[src/rtl/mem_pkg.sv]
// ----------------------------------------------------------------------------
// mem_pkg
// Shared definitions for the data-memory side of the pipeline:
//   - fun3 encodings for loads and stores (F3_B, F3_H, F3_W, F3_BU, F3_HU)
//   - default byte-address and data widths (AW_DEF, DW_DEF)
//   - store-entry record {fun3, addr, data} at the default widths
//   - access_size(): fun3 -> number of bytes touched
//   - is_store_fun3(): true for the three store encodings
// ----------------------------------------------------------------------------
package mem_pkg;

    localparam int AW_DEF = 8;
    localparam int DW_DEF = 32;

    typedef enum logic [2:0] {
        F3_B  = 3'b000,
        F3_H  = 3'b001,
        F3_W  = 3'b010,
        F3_BU = 3'b100,
        F3_HU = 3'b101
    } fun3_e;

    typedef struct packed {
        logic [2:0]        fun3;
        logic [AW_DEF-1:0] addr;
        logic [DW_DEF-1:0] data;
    } st_entry_t;

    // Bytes touched by an access. Unknown encodings are treated as a full
    // word so that an odd load can only ever over-report a conflict.
    function automatic logic [2:0] access_size(input logic [2:0] fun3);
        logic [2:0] size;
        case (fun3)
            F3_B, F3_BU: size = 3'd1;
            F3_H, F3_HU: size = 3'd2;
            default:     size = 3'd4;
        endcase
        return size;
    endfunction

    function automatic logic is_store_fun3(input logic [2:0] fun3);
        return (fun3 == F3_B) || (fun3 == F3_H) || (fun3 == F3_W);
    endfunction

endpackage

[src/rtl/range_overlap.sv]
// ----------------------------------------------------------------------------
// range_overlap
// Combinational test for whether two byte ranges intersect. Each range is
// [addr, addr+size-1] taken modulo 2^AW, so a range may wrap past the top of
// the address space.
// Ports:
//   a_addr_i / a_size_i : first range start and byte count (1..4)
//   b_addr_i / b_size_i : second range start and byte count (1..4)
//   overlap_o           : 1 when the ranges share at least one byte
// ----------------------------------------------------------------------------
module range_overlap #(
    parameter int AW = 8
) (
    input  logic [AW-1:0] a_addr_i,
    input  logic [2:0]    a_size_i,
    input  logic [AW-1:0] b_addr_i,
    input  logic [2:0]    b_size_i,
    output logic          overlap_o
);

    // Two ranges intersect exactly when one start lies inside the other
    // range. Measuring the modular distance between the starts handles the
    // wrap case with no special-casing.
    logic [AW-1:0] b_from_a;
    logic [AW-1:0] a_from_b;

    assign b_from_a  = b_addr_i - a_addr_i;
    assign a_from_b  = a_addr_i - b_addr_i;
    assign overlap_o = (b_from_a < AW'(a_size_i)) || (a_from_b < AW'(b_size_i));

endmodule

[src/rtl/store_buffer.sv]
// ----------------------------------------------------------------------------
// store_buffer
// Posted-write buffer between the MEM-stage pipeline register and the data
// memory. Stores queue in a circular FIFO and retire on cycles when no load
// uses the memory port. A load that overlaps any queued store is stalled
// until those stores have drained, so no byte forwarding is needed.
// Ports:
//   clk, rst                       clock, asynchronous active-high reset
//   st_valid/st_fun3/st_addr/
//   st_data, st_ready              store handshake from the pipeline
//   ld_valid/ld_fun3/ld_addr,
//   ld_stall                       load request and stall back to pipeline
//   empty                          no stores queued
//   mem_read/mem_write/mem_fun3/
//   mem_addr/mem_wdata             data-memory port
// ----------------------------------------------------------------------------
module store_buffer
    import mem_pkg::*;
#(
    parameter int DEPTH = 4,
    parameter int AW    = AW_DEF,
    parameter int DW    = DW_DEF
) (
    input  logic          clk,
    input  logic          rst,
    input  logic          st_valid,
    input  logic [2:0]    st_fun3,
    input  logic [AW-1:0] st_addr,
    input  logic [DW-1:0] st_data,
    output logic          st_ready,
    input  logic          ld_valid,
    input  logic [2:0]    ld_fun3,
    input  logic [AW-1:0] ld_addr,
    output logic          ld_stall,
    output logic          empty,
    output logic          mem_read,
    output logic          mem_write,
    output logic [2:0]    mem_fun3,
    output logic [AW-1:0] mem_addr,
    output logic [DW-1:0] mem_wdata
);

    localparam int PW = $clog2(DEPTH);
    localparam int CW = PW + 1;

    typedef struct packed {
        logic [2:0]    fun3;
        logic [AW-1:0] addr;
        logic [DW-1:0] data;
    } entry_t;

    entry_t        entry_q [DEPTH];
    logic [PW-1:0] head_q, head_d;
    logic [PW-1:0] tail_q, tail_d;
    logic [CW-1:0] count_q, count_d;

    logic             enq;
    logic             drain;
    logic             do_read;
    logic             conflict;
    logic [DEPTH-1:0] hit;
    logic [DEPTH-1:0] live;
    logic [2:0]       ld_size;
    entry_t           head_e;

    assign ld_size = access_size(ld_fun3);
    assign head_e  = entry_q[head_q];

    // Per-entry overlap check; an entry only counts while it is queued.
    generate
        for (genvar gi = 0; gi < DEPTH; gi++) begin : g_entry
            logic [PW-1:0] offset;
            logic [2:0]    ent_size;

            // Slot age relative to head decides whether the slot holds a
            // live store.
            assign offset   = PW'(gi) - head_q;
            assign live[gi] = ({1'b0, offset} < count_q);
            assign ent_size = access_size(entry_q[gi].fun3);

            range_overlap #(
                .AW(AW)
            ) u_overlap (
                .a_addr_i (entry_q[gi].addr),
                .a_size_i (ent_size),
                .b_addr_i (ld_addr),
                .b_size_i (ld_size),
                .overlap_o(hit[gi])
            );
        end
    endgenerate

    assign conflict = ld_valid && (|(hit & live));

    assign st_ready = (count_q != CW'(DEPTH));
    assign empty    = (count_q == '0);

    // Illegal store encodings still complete the handshake but are dropped.
    assign enq = st_valid && st_ready && is_store_fun3(st_fun3);

    // Loads win the port; a drain happens whenever the port is otherwise
    // free. Reset forces the idle port so nothing leaks out while it is held.
    assign do_read = !rst && ld_valid && !conflict;
    assign drain   = !rst && !do_read && !empty;
    assign ld_stall = !rst && conflict;

    always_comb begin
        mem_read  = 1'b0;
        mem_write = 1'b0;
        mem_fun3  = 3'b000;
        mem_addr  = '0;
        mem_wdata = '0;
        if (do_read) begin
            mem_read = 1'b1;
            mem_fun3 = ld_fun3;
            mem_addr = ld_addr;
        end else if (drain) begin
            mem_write = 1'b1;
            mem_fun3  = head_e.fun3;
            mem_addr  = head_e.addr;
            mem_wdata = head_e.data;
        end
    end

    always_comb begin
        head_d  = head_q + PW'(drain);
        tail_d  = tail_q + PW'(enq);
        count_d = count_q + CW'(enq) - CW'(drain);
    end

    always_ff @(posedge clk or posedge rst) begin
        if (rst) begin
            head_q  <= '0;
            tail_q  <= '0;
            count_q <= '0;
        end else begin
            head_q  <= head_d;
            tail_q  <= tail_d;
            count_q <= count_d;
        end
    end

    // Entry payload needs no reset: slots outside [head, head+count) are
    // ignored by both the conflict check and the drain.
    always_ff @(posedge clk) begin
        if (enq) begin
            entry_q[tail_q] <= '{fun3: st_fun3, addr: st_addr, data: st_data};
        end
    end

endmodule

[config.mk]
export PLATFORM = sky130hd
export DESIGN_NAME = store_buffer
export DESIGN_NICKNAME = d
export VERILOG_FILES = /design/src/rtl/mem_pkg.sv /design/src/rtl/range_overlap.sv /design/src/rtl/store_buffer.sv
export SDC_FILE = /design/constraint.sdc
export NUM_CORES = 1
export LEC_CHECK = 0
export BUFFER_PORTS_ARGS = -buffer_cell sky130_fd_sc_hd__buf_2
export CORE_MARGIN = 8
export CORE_UTILIZATION = 25
export DETAILED_ROUTE_END_ITERATION = 6
export GPL_TIMING_DRIVEN = 0
export PLACE_DENSITY = 0.51
export SYNTH_ARGS = -nofsm -noshare
export SYNTH_HDL_FRONTEND = slang
export SYNTH_SLANG_ARGS = --single-unit
export TNS_END_PERCENT = 10
[constraint.sdc]
create_clock -name clk -period 6.2 [get_ports clk]
set_input_delay 0.62 -clock clk [delete_from_list [all_inputs] [get_ports clk]]
set_output_delay 0.62 -clock clk [all_outputs]
set_load 0.005 [all_outputs]
# After elaboration in Yosys (flattened, before gate mapping)
# Memories as Yosys holds them, arrays and structs flattened.
# Index checks and enable logic that the tools add are counted.
dict set report totals {
  register_bits 7
  mem_bits_rw 172
  input_bits 58
  out_inout_bits 48
  wordCells 103
  memories 1
}
# memory depth word_bits rd rd_clocked_by_memory_dff wr line
set memory_table {}
lappend memory_table {entry_q 4 43 5 0 1 store_buffer.sv:52} ;# entry_t entry_q [DEPTH];
dict set report op_classes {
  addsub 16
  order_cmp 12
  eq_ne 18
  n_mux 16
  bitwise 1
  n_reduce_logical 36
}
# operator count
set ops {}
lappend ops {{8-bit by 3-bit < comparator with 1-bit output} 8}
lappend ops {{32-bit two-way mux} 2}
lappend ops {{8-bit subtractor} 8}
lappend ops {{3-bit == test (second input constant)} 10}
lappend ops {{3-bit case mux with 2 select lines} 5}
lappend ops {{3-bit logical NOT} 7}
lappend ops {{2-bit OR reduction} 10}
lappend ops {{3-bit by 1-bit == test with 1-bit output (second input constant)} 6}
lappend ops {{8-bit two-way mux} 2}
lappend ops {{2-bit by 3-bit < comparator with 1-bit output} 4}
lappend ops {{1-bit logical AND} 8}
lappend ops {{1-bit logical OR} 6}
lappend ops {{3-bit two-way mux} 2}
lappend ops {{1-bit two-way mux} 5}
lappend ops {{2-bit by 1-bit adder with 2-bit output} 2}
lappend ops {{4-bit AND} 1}
lappend ops {{1-bit logical NOT} 4}
lappend ops {{4-bit OR reduction} 1}
lappend ops {{1-bit by 2-bit subtractor with 2-bit output (first input constant)} 2}
lappend ops {{2-bit subtractor (first input constant)} 2}
lappend ops {{3-bit by 1-bit adder with 3-bit output} 1}
lappend ops {{3-bit by 2-bit == test with 1-bit output (second input constant)} 1}
lappend ops {{3-bit inequality test (second input constant)} 1}
lappend ops {{3-bit by 1-bit subtractor with 3-bit output} 1}

# Longest topological paths before layout
dict set report depth {
  word_depth 15
  depth_mapped 20
  ltp_nobuf 19
}

# Modules after synthesis
# A second synthesis with hierarchy kept.
dict set report hier_totals {
  hier_cells 823
  hier_area_um2 10677.7
}
# module instances cells_each area_per_inst_um2 seq_area_each_um2
set by_module_without_submodules {}
lappend by_module_without_submodules {store_buffer 1 360 7310.8 5340.1}
lappend by_module_without_submodules {{range_overlap (g_entry[1].u_overlap ...)} 2 116 833.3 0.0}
lappend by_module_without_submodules {{range_overlap (g_entry[3].u_overlap)} 1 117 887.1 0.0}
lappend by_module_without_submodules {{range_overlap (g_entry[0].u_overlap)} 1 114 813.3 0.0}

# Worst setup path after synthesis
# OpenSTA, ideal clock, no wires.
dict set report synth_path {
  path_type {input to register}
  start {input st_fun3[2]}
  end {memory entry_q[2][0] (netlist bit), enable pin}
  setup_time_ns 0.506
  t_arrival_ns 4.063
  setup_slack_ns 1.631
  path_stages 2
  cell_sequence {nand4b_1 nor3b_1}
}
dict set report synth_via {
  elab_chain_len 6
}
# element line
set synth_lines {}
lappend synth_lines {{from (decl)} store_buffer.sv:27} ;# input logic [2:0] st_fun3,
lappend synth_lines {{3-bit by 1-bit == test with 1-bit output / 3-bit logical NOT (equally long branches)} mem_pkg.sv:42} ;# return (fun3 == F3_B) || (fun3 == F3_H) || (fun3 == F3_W);
lappend synth_lines {{1-bit logical OR} mem_pkg.sv:42}
lappend synth_lines {{1-bit logical OR (*)} mem_pkg.sv:42}
lappend synth_lines {{1-bit logical AND (*)} store_buffer.sv:99} ;# assign enq = st_valid && st_ready && is_store_fun3(st_fun3);
lappend synth_lines {{1-bit two-way mux (*)} store_buffer.sv:146} ;# if (enq) begin
lappend synth_lines {{1-bit two-way mux (not written as such) (*)} store_buffer.sv:147} ;# entry_q[tail_q] <= '{fun3: st_fun3, addr: st_addr, data: st_data};
lappend synth_lines {{to (decl)} store_buffer.sv:52}
# Every way passes the cells marked *; elsewhere a longest branch is shown, timed or not.

# Worst setup path after layout
dict set report layout_path {
  start {register head_q[1]}
  end {output mem_addr[1]}
}
dict set report layout_via {
  elab_chain_len 12
}
# element line
set layout_lines {}
lappend layout_lines {{from (decl)} store_buffer.sv:53} ;# logic [PW-1:0] head_q, head_d;
lappend layout_lines {{from (signal assigned)} store_buffer.sv:133} ;# head_q <= '0;
lappend layout_lines {{from (signal assigned)} store_buffer.sv:137} ;# head_q <= head_d;
lappend layout_lines {{1-bit by 2-bit subtractor with 2-bit output / 2-bit subtractor (equally long branches)} store_buffer.sv:77} ;# assign offset = PW'(gi) - head_q;
lappend layout_lines {{2-bit by 3-bit < comparator with 1-bit output} store_buffer.sv:78} ;# assign live[gi] = ({1'b0, offset} < count_q);
lappend layout_lines {{4-bit AND} store_buffer.sv:93} ;# assign conflict = ld_valid && (|(hit & live));
lappend layout_lines {{4-bit OR reduction} store_buffer.sv:93}
lappend layout_lines {{1-bit logical AND} store_buffer.sv:93}
lappend layout_lines {{1-bit logical NOT} store_buffer.sv:103} ;# assign do_read = !rst && ld_valid && !conflict;
lappend layout_lines {{1-bit logical AND} store_buffer.sv:103}
lappend layout_lines {{1-bit logical NOT} store_buffer.sv:104} ;# assign drain = !rst && !do_read && !empty;
lappend layout_lines {{1-bit logical AND (2 in a row)} store_buffer.sv:104}
lappend layout_lines {{8-bit two-way mux} store_buffer.sv:117} ;# end else if (drain) begin
lappend layout_lines {{8-bit two-way mux (*)} store_buffer.sv:113} ;# if (do_read) begin
lappend layout_lines {{to (decl)} store_buffer.sv:39} ;# output logic [AW-1:0] mem_addr,
# Marks and branches as above.

==> out/qor.txt <==
Final #Nets: 993
worst reg2reg startpoint: head_q[1]
Final Wtd Congestion: 0.7556
fillers: 3970
worst skew pair latency: 0.43 ns
FMAX: 0.1721 GHz
CP startpoint kind: flop
gr ovfl total: 0
clock skew: 0.01225 ns
crit path DAT: 5.19 ns
DR pass1 iterations: 4
ys flop type: edfxtp_1
clock transition at the registers of the reported paths: 0.07 ns
IO Port Bufs: 104
number of global-route vias before repair: 6666
Worst Tran Pin Value: 0.9973 ns
CP peak stage delay: 0.75 ns
hpwl dp: 19770 um
post-CTS sizing: 0
Final Routed Wirelength: 25860 um
Initial Util: 25.10%
Core Area: 0.03937 mm2
status: finished, final reports clean
Yosys top cell area share: 52.28%
H-tree depth: 4
commonest cells in the synthesized netlist: 172 x edfxtp_1, 80 x ha_1, 71 x inv_1, 46 x xnor2_1, 43 x mux4_2
Top Family by Delay on Critical Path: buffers and inverters
die area: 0.04613 mm2
CTS Hold Buffers Added: 0
worst path cell trace: clkbuf_1 > clkbuf_1 > inv_1 > ha_1 > a21boi_1 > o21ai_0 > nor2b_1 > nand4_1 > nor4_1 > or4_4 > nor3_2 > buf_2 > o2bb2ai_1 > buf_2
sequential area share after synthesis: 54.05%
Root Driver: clkbuf_16
CTS tree: yes
Seq cells post-synth: 179
worst-path fanout max: 10
largest net degree at the start of global routing: 29
Worst R2R End: count_q[2]
slowest CP cell: clkbuf_1
initial antenna violation count: 4
share of cells above drive strength 1: 25.73%
Unique masters post-synth: 40
Hold Fails Final Rpt: 0
syn_area_per_cell: 13.91 um2
starting DRC count in detailed routing: 219
Gate Count Post-Synth: 710
GRT Total Usage: 11.23%
slew margin rel.: 33.51%
reg2reg setup slack: 0.52 ns
r2r worst-path depth: 20
Final Critical Period: 5.811 ns
DRC violation count after routing: 0
setup bufs post-CTS: 0
ANT nets after route: 0
biggest area consumer among synthesized cells: edfxtp_1
maximum VDD drop: 0.2376 mV
first-pass GRT wire length: 39800 um
Hold Slack: 0.1381 ns
period utilization: 93.72%
Post-synth EDFFs: 172
max-cap viol count: 0
crit path buf inv count: 5
async set or reset register ratio after synthesis: 3.911%
Crit Path Class: reg -> out
post-DR vias/cell: 4.419
LEAKAGE: 4.511 nW
drt wl/cell: 18.67 um
row cnt: 73
# setup viols final: 0
Layout Utilization: 30.02%
Die Wd: 214.8 um
Post-Syn Nets: 857
Max Buffers Root-to-Sink: 2
synth warn: 0
clock sink total: 179
Slew Viols, Final: 0
DR vias: 6120
Area Overhead vs Synth: 19.60%
hold crit path type: in -> async
I/O Pins: 106
most common cell in the netlist: edfxtp_1
Crit. End Element: primary output
CTS buffer count: 17
Power Density: 334.1 mW/mm2
RSZ-0062 raised after global routing: false
largest cells by area after synthesis: edfxtp_1 52%, ha_1 10%, mux4_2 9.8%
Required @ worst endpoint: 5.58 ns
critical path depth in cells: 14
Synth Cell Area: 0.009879 mm2
height of the chip: 214.8 um
state kept, by name (all words and copies together) (netlist names):
| register | cells |
|---|---|
| count_q | 3 |
| entry_q | 172 |
| head_q | 2 |
| tail_q | 2 |
through the flow:
| step | cell area [um2] | worst slack [ns] | power, mW | std cells | setup TNS [ns] |
|---|---|---|---|---|---|
| global route | 11810 | 0.02777 | 4.180 | 1384 | 0 |
| global placement | 11060 | -2.224 | 2.921 | 1339 | -163.37 |
| CTS | 11810 | 0.2831 | 4.019 | 1384 | 0 |
| floorplan | 9879 | 1.631 | 2.461 | 710 | 0 |
| detailed placement | 11250 | 0.3949 | 2.945 | 1352 | 0 |
| finish | 11820 | 0.3894 | 3.948 | 1385 | 0 |
how the worst max path moves through the flow:
| stage | to | start | slack [ns] |
|---|---|---|---|
| after CTS | mem_addr[2] | head_q[1] | 0.28 |
| after detailed placement | count_q[2] | head_q[1] | 0.39 |
| after floorplan | entry_q[2][0] | st_fun3[2] | 1.63 |
| after global routing | count_q[2] | head_q[1] | 0.03 |
| final | mem_addr[1] | head_q[1] | 0.39 |
| after global placement | entry_q[2][23] | count_q[2] | -2.22 |
worst register-to-register path: stages (launching register included):
cell,delay [ns]
dfrtp_1,0.35
clkbuf_1,0.75
clkbuf_1,0.65
inv_1,0.11
ha_1,0.32
a21boi_1,0.14
o21ai_0,0.14
nor2b_1,0.19
nand4_1,0.11
nor4_1,0.07
or4_4,0.61
o31ai_4,0.55
buf_4,0.33
inv_1,0.09
ha_1,0.29
inv_1,0.05
ha_1,0.12
inv_1,0.04
fa_1,0.38
xnor2_1,0.15
xnor2_1,0.13
routing by layer:
| metal | wire length [um] | part of all wire, % | global-route usage (%) | up-vias |
|---|---|---|---|---|
| li1 | - | - | - | 2908 |
| met1 | 11730 | 45 | 14.19 | 3075 |
| met2 | 12610 | 49 | 19.16 | 106 |
| met3 | 1024 | 4.0 | 2.346 | 25 |
| met4 | 454 | 1.8 | 3.199 | 6 |
| met5 | 39 | 0.15 | 0 | - |
cell type report:
class                      instances  area [um2]  share of cell area [%]
multi-input combinational        428        4128                   34.93
clock buffer                      20       436.7                   3.695
clock inverter                    12       130.1                   1.101
antenna                            1       2.502                 0.02118
inverter                          71       266.5                   2.255
buffer                            32       163.9                   1.387
tap                              525       656.9                   5.559
sequential                       179        5340                   45.19
timing repair buffer             117       691.9                   5.856
cells in the final DEF (no fill, tap or decap), types with 17 or more instances in the layout:
| cell | Yosys | final |
|---|---|---|
| a21oi_1 | 28 | 28 |
| clkbuf_16 | 0 | 17 |
| edfxtp_1 | 172 | 172 |
| inv_1 | 71 | 71 |
| xnor2_1 | 46 | 46 |
| mux4_2 | 43 | 43 |
| o21ai_0 | 22 | 22 |
| buf_2 | 15 | 119 |
| nor2b_1 | 36 | 36 |
| nor2_1 | 29 | 28 |
| ha_1 | 80 | 80 |
| a211oi_1 | 20 | 20 |
cell families (layout without fill, tap and decap cells):
kind of cell,count (synthesis),count (layout),synth area share (%)
AO/OA/AOI/OAI,120,120,8.080
XOR/XNOR,57,57,5.053
AND/OR/NAND/NOR,119,119,6.700
multiplexers,43,43,9.802
other,0,1,0
buffers and inverters,103,252,4.357
flip-flops,179,179,54.05
adder cells (fa/ha/maj),89,89,11.96
report_power, final:
| group | switching (mW) | internal, mW | total (mW) |
|---|---|---|---|
| Combinational | 0.723 | 0.646 | 1.37 |
| Clock | 0.470 | 0.597 | 1.07 |
| Sequential | 0.0624 | 1.45 | 1.51 |
(Power assumes the default switching activity.)
